File: src/rtl/ual_pkg.sv
// +--------------------------------------------------------------------+
// | ual_pkg : opcodes, register codes, shift sub-ops and flag indices   |
// | Revision 1.0                                                        |
// +--------------------------------------------------------------------+
`default_nettype none

package ual_pkg;

  typedef enum logic [3:0] {
    OP_NOP  = 4'b0000,
    OP_MOV  = 4'b0001,
    OP_CMP  = 4'b0010,
    OP_RSV  = 4'b0011,
    OP_HIX  = 4'b0100,
    OP_LOX  = 4'b0101,
    OP_HIV  = 4'b0110,
    OP_LOV  = 4'b0111,
    OP_ADD  = 4'b1000,
    OP_SUB  = 4'b1001,
    OP_SHF  = 4'b1010,
    OP_AND  = 4'b1011,
    OP_OR   = 4'b1100,
    OP_XOR  = 4'b1101,
    OP_NAND = 4'b1110,
    OP_NOT  = 4'b1111
  } opcode_e;

  // Source code for s/d; as a destination REG_IN means OUT and REG_MEM means discard.
  typedef enum logic [1:0] {
    REG_IN  = 2'b00,
    REG_MEM = 2'b01,
    REG_V   = 2'b10,
    REG_X   = 2'b11
  } reg_e;

  localparam logic [1:0] SH_SHL = 2'b00;
  localparam logic [1:0] SH_SHR = 2'b01;
  localparam logic [1:0] SH_ROL = 2'b10;
  localparam logic [1:0] SH_ROR = 2'b11;

  localparam int FLAG_C = 0;
  localparam int FLAG_Z = 1;
  localparam int FLAG_N = 2;
  localparam int FLAG_O = 3;
  localparam int FLAG_P = 4;

endpackage

`default_nettype wire

File: src/rtl/ual_alu.sv
// +--------------------------------------------------------------------+
// | ual_alu : combinational 8-bit ALU, result plus next flags           |
// | Optional UAL_PARITY_EN enables the even-parity flag.                |
// | Revision 1.0                                                        |
// +--------------------------------------------------------------------+
`default_nettype none

module ual_alu
  import ual_pkg::*;
(
  input  opcode_e    op,
  input  logic [7:0] a,
  input  logic [7:0] b,
  input  logic [1:0] shift_op,
  output logic [7:0] result,
  output logic [4:0] flags_next
);

  logic [8:0] wide;
  logic       carry;
  logic       ovf;

  always_comb begin
    wide   = '0;
    result = a;
    carry  = 1'b0;
    ovf    = 1'b0;
    case (op)
      OP_MOV: result = b;
      OP_ADD: begin
        wide   = {1'b0, a} + {1'b0, b};
        result = wide[7:0];
        carry  = wide[8];
        ovf    = (a[7] == b[7]) && (wide[7] != a[7]);
      end
      OP_SUB, OP_CMP: begin
        // Bit 8 of the 9-bit difference is the borrow (a < b unsigned).
        wide   = {1'b0, a} - {1'b0, b};
        result = wide[7:0];
        carry  = wide[8];
        ovf    = (a[7] != b[7]) && (wide[7] != a[7]);
      end
      OP_SHF: begin
        case (shift_op)
          SH_SHL: begin result = {a[6:0], 1'b0}; carry = a[7]; end
          SH_SHR: begin result = {1'b0, a[7:1]}; carry = a[0]; end
          SH_ROL: begin result = {a[6:0], a[7]}; carry = a[7]; end
          default: begin result = {a[0], a[7:1]}; carry = a[0]; end
        endcase
      end
      OP_AND:  result = a & b;
      OP_OR:   result = a | b;
      OP_XOR:  result = a ^ b;
      OP_NAND: result = ~(a & b);
      OP_NOT:  result = ~b;
      default: result = a;
    endcase
  end

  always_comb begin
    flags_next         = '0;
    flags_next[FLAG_C] = carry;
    flags_next[FLAG_Z] = (result == 8'h00);
    flags_next[FLAG_N] = result[7];
    flags_next[FLAG_O] = ovf;
`ifdef UAL_PARITY_EN
    flags_next[FLAG_P] = ~^result;
`else
    flags_next[FLAG_P] = 1'b0;
`endif
  end

endmodule

`default_nettype wire

File: src/rtl/ual.sv
// +--------------------------------------------------------------------+
// | ual : SIMP datapath core - V/X registers, flags, OUT port           |
// | Optional UAL_PARITY_EN enables the even-parity flag.                |
// | Revision 1.0                                                        |
// +--------------------------------------------------------------------+
`default_nettype none

module ual
  import ual_pkg::*;
(
  input  logic       ck,
  input  logic       rst_n,
  input  logic [7:0] instr,
  output logic [7:0] r1,
  output logic [7:0] r2,
  output logic [4:0] flags,
  input  logic [7:0] mem,
  input  logic [7:0] IN,
  output logic [7:0] OUT
);

  logic [7:0] v_q;
  logic [7:0] x_q;
  logic [7:0] out_q;
  logic [4:0] flags_q;

  opcode_e    op;
  reg_e       d_code;
  reg_e       s_code;
  logic [7:0] d_val;
  logic [7:0] s_val;
  logic [7:0] alu_a;
  logic [7:0] alu_res;
  logic [4:0] alu_flags;
  logic       flag_upd;
  logic       dest_wr;

  assign op     = opcode_e'(instr[7:4]);
  assign d_code = reg_e'(instr[3:2]);
  assign s_code = reg_e'(instr[1:0]);

  always_comb begin
    d_val = IN;
    case (d_code)
      REG_IN:  d_val = IN;
      REG_MEM: d_val = mem;
      REG_V:   d_val = v_q;
      default: d_val = x_q;
    endcase
  end

  always_comb begin
    s_val = IN;
    case (s_code)
      REG_IN:  s_val = IN;
      REG_MEM: s_val = mem;
      REG_V:   s_val = v_q;
      default: s_val = x_q;
    endcase
  end

  // Shifts always operate on V regardless of the d field.
  assign alu_a    = (op == OP_SHF) ? v_q : d_val;
  assign flag_upd = (op == OP_CMP) || instr[7];
  assign dest_wr  = (op == OP_MOV) || (instr[7] && (op != OP_SHF));

  ual_alu u_alu (
    .op         (op),
    .a          (alu_a),
    .b          (s_val),
    .shift_op   (instr[1:0]),
    .result     (alu_res),
    .flags_next (alu_flags)
  );

  always_ff @(posedge ck or negedge rst_n) begin
    if (!rst_n) begin
      v_q     <= 8'h00;
      x_q     <= 8'h00;
      out_q   <= 8'h00;
      flags_q <= 5'b00000;
    end else begin
      case (op)
        OP_HIX: x_q[7:4] <= instr[3:0];
        OP_LOX: x_q[3:0] <= instr[3:0];
        OP_HIV: v_q[7:4] <= instr[3:0];
        OP_LOV: v_q[3:0] <= instr[3:0];
        OP_SHF: v_q      <= alu_res;
        default: begin
          if (dest_wr) begin
            case (d_code)
              REG_V:   v_q   <= alu_res;
              REG_X:   x_q   <= alu_res;
              REG_IN:  out_q <= alu_res;
              default: ;
            endcase
          end
        end
      endcase
      if (flag_upd) begin
        flags_q <= alu_flags;
      end
    end
  end

  assign r1    = v_q;
  assign r2    = x_q;
  assign OUT   = out_q;
  assign flags = flags_q;

endmodule

`default_nettype wire

File: config.mk
export PLATFORM = sky130hd
export DESIGN_NAME = ual
export DESIGN_NICKNAME = d
export VERILOG_FILES = /design/src/rtl/ual_pkg.sv /design/src/rtl/ual_alu.sv /design/src/rtl/ual.sv
export SDC_FILE = /design/constraint.sdc
export NUM_CORES = 1
export LEC_CHECK = 0
export ABC_CLOCK_PERIOD_IN_PS = 5000
export CAP_MARGIN = 0
export CELL_PAD_IN_SITES_DETAIL_PLACEMENT = 1
export CELL_PAD_IN_SITES_GLOBAL_PLACEMENT = 2
export CORE_ASPECT_RATIO = 1.2
export CORE_MARGIN = 2
export CORE_UTILIZATION = 35
export DETAILED_ROUTE_END_ITERATION = 10
export GPL_TIMING_DRIVEN = 0
export PLACE_DENSITY = 0.85
export SYNTH_ARGS = -nofsm -noshare
export SYNTH_HDL_FRONTEND = slang
export SYNTH_HIERARCHICAL = 1
export SYNTH_SLANG_ARGS = --single-unit
File: constraint.sdc
create_clock -name ck -period 5 [get_ports ck]
set_input_delay 0.75 -clock ck [delete_from_list [all_inputs] [get_ports ck]]
set_output_delay 0.75 -clock ck [all_outputs]
set_load 0.1 [all_outputs]
==> metrics.txt <==
combinational power share 0.719; fillers approximately 1300; Reg power frac 0.154; DRT Pass-1 Iters 5; CP dominant cell by count mux2_1; Ys Warns 6; Post-synth EDFFs 0; f_max roughly 0.21 GHz; WP data required 5.16 ns; post-placement cell count 627; Yosys reg bits 29; cells after synthesis ~440; Sw Share 0.565; initial antenna violation count 0; Pint between 0.001 and 0.0015 W; CP Launch Type input pin; Worst Path Arrival approximately 4.9 ns; endpoints failing setup 0; WS Path Type in -> reg; largest net degree at the start of global routing 30; top_reg_cell synth dfrtp_1; CTS tree yes; Fin Hold WS 0.487 ns; H-Tree Depth 2; synthesis-to-finish area growth 23.5%; RePlAce Congestion between 0.8 and 0.9; CTS Buf Count 5; CP max stage cell clkdlybuf4s50_1; hold depth 1; Routed Antenna Nets 0; Clock transition at path regs roughly 0.05 ns; Synth cell types between 70 and 80; post-DP HPWL between 10 and 15 mm; Hold EP flags[0]; min Tclk post-route between 4 and 5 ns; worst vdd rail ir drop about 0.53 mV; Worst Setup SP instr[0]; port buffer count 51; Routed WL ~15 mm; flop2flop setup slack roughly 1.2 ns; P per Cell Area around 580 mW/mm2; max_cap viols 0; initial core utilization 0.359; Rel. slew slack 0.333; metal3 WL between 500 and 600 um; via count between 3000 and 4000; CORE AREA 0.0110 mm2; WL met1 between 5 and 6 mm; Least-Margin Pin Slew around 1 ns; Hold Path Class reg -> reg; gr ovfl total 0; CP Capture Type register; crit-path cells clkdlybuf4s50_1 > buf_2 > mux4_2 > inv_1 > ha_1 > a211oi_2 > o311ai_1 > a21oi_2 > o22ai_1 > o221a_4 > buf_4 > mux2_1 > mux2_1; std cell rows between 40 and 50; Psw about 0.0016 W; min-delay src flags[0]; met2 wire length 7.76 mm; R2R Path End r2[6]; Final period util 0.949; later-pin clock latency in the skew report 0.28 ns; Starting DRT DRC Count 190; routed length per placed instance 22.9 um; IO Pins 55; status complete, no violations; clk_skew between 0.004 and 0.005 ns; Max FO, Critical Path 10; number of global-route vias before repair between 4000 and 5000; CTS sink count 29; n_diodes 0; Die Y between 100 and 150 um; commonest non-fill, non-tap cell in the layout clkdlybuf4s50_1; clock root cell clkbuf_16; die area about 0.012 mm2; post-route insts no fill approximately 640; Avg Cell Area, Syn about 9 um2; Hold Vio Cnt, Final 0; Post-Syn Nets 496; Leak 2.00 nW; Slew Limit Fails 0; FF-to-FF Start r2[0]; first-pass GRT wire length between 20 and 25 mm; asr flop ratio synth 1.00; residual DRC count 0; Nets between 500 and 600; Clk pwr share 0.127; Vias/cell about 6.1; All-Layer GR Usage 0.247; Critical Path Max Stage Delay ~0.7 ns; CTS Buffer Depth 2; most frequent cells in the layout clkdlybuf4s50_1 (47), dfrtp_1 (29), nor2_1 (28), inv_1 (28), nand2_1 (25); r2r worst-path depth 15; chip width about 100 um; fin util 0.443; layout cells sized above 1 0.213; sequential share of the synthesized area 0.184; Top Layer Used met4; Post-Syn Area around 0.0039 mm2
-- routing by layer --
metal / track usage / up-vias
met5: 0 / -
met4: 0.0771 / 0
met3: 0.0197 / 32
met2: 0.460 / 125
met1: 0.296 / 1944
li1: - / 1772
-- power by group through the flow --
stage | sequential, W | clock [W] | combinational (W)
after global placement | 0.000419 | 0 | 0.00193
final | 0.000430 | 0.000357 | 0.00201
after CTS | 0.000430 | 0.000361 | 0.00199
after floorplan | 0.00110 | 0 | 0.000785
after global routing | 0.000444 | 0.000366 | 0.00212
after detailed placement | 0.000425 | 0 | 0.00195
-- metrics by stage --
stage          instance area (um2)  setup WS, ns  power, W  setup TNS, ns
2_1_floorplan                 3940         0.666   0.00188              0
3_3_place_gp                  4620        -0.878   0.00235          -9.82
3_5_place_dp                  4620         -1.03   0.00238         -11.47
4_1_cts                       4820        0.0247   0.00278              0
5_1_grt                       4870      -0.00383   0.00293       -0.00383
6_report                      4870         0.254   0.00280              0
-- flip-flops by register name, indices dropped and copies added, names as in the netlist --
register	cells
r2	8
r1	8
OUT	8
flags	5
-- what timing repair did --
item | in CTS | in global routing
resized for setup | 12 | 15
buffers inserted | 0 | 0
pin swaps | 0 | 2
hold buffers | 0 | 0
endpoints found under the setup margin | 17 | 10
-- synth_stat cells, types with 9 or more instances --
library cell	n	area (um2)
a21oi_1	28	140
a22oi_1	9	67.6
buf_2	11	55.1
buf_4	15	113
dfrtp_1	29	726
ha_1	24	300
inv_1	28	105
mux2_1	24	270
mux2_2	20	225
nand2_1	25	93.8
nand2b_1	12	75.1
nor2_1	28	105
o21ai_0	16	80.1
o22ai_1	9	56.3
-- area by class of cell --
class,instances,area [um2],area share
Inverter,29,109,0.0223
Timing Repair Buffer,51,509,0.105
Clock inverter,1,30.0,0.00616
Buffer,36,250,0.0514
Sequential cell,29,726,0.149
Clock buffer,7,143,0.0293
Multi-Input combinational cell,350,2940,0.603
Tap cell,132,165,0.0339
-- critical path: cells and delay by family --
family                     cells  cell delay (ns)
adders and majority gates      1             0.30
AOI/OAI and AO/OA              5             1.28
buffers and inverters          4             1.39
muxes                          3             1.19
-- logic make-up after synthesis --
| kind of cell | count (synthesis) | share of synthesized area |
|---|---|---|
| adder cells (fa/ha/maj) | 26 | 0.0863 |
| multiplexers | 67 | 0.220 |
| AND/OR/NAND/NOR | 115 | 0.164 |
| other | 1 | 0.000951 |
| AO/OA/AOI/OAI | 135 | 0.242 |
| flip-flops | 29 | 0.184 |
| XOR/XNOR | 6 | 0.0133 |
| buffers and inverters | 65 | 0.0892 |
-- how the worst max path moves through the flow --
| stage | to | slack, ns | depth (start not counted) |
|---|---|---|---|
| floorplan | r2[7] | 0.67 | 15 |
| global placement | flags[1] | -0.88 | 16 |
| detailed placement | flags[1] | -1.03 | 16 |
| CTS | r2[6] | 0.02 | 18 |
| global route | r2[6] | -0.004 | 19 |
| finish | r2[7] | 0.25 | 13 |
No activity file was read; power rests on OpenSTA's default activity.
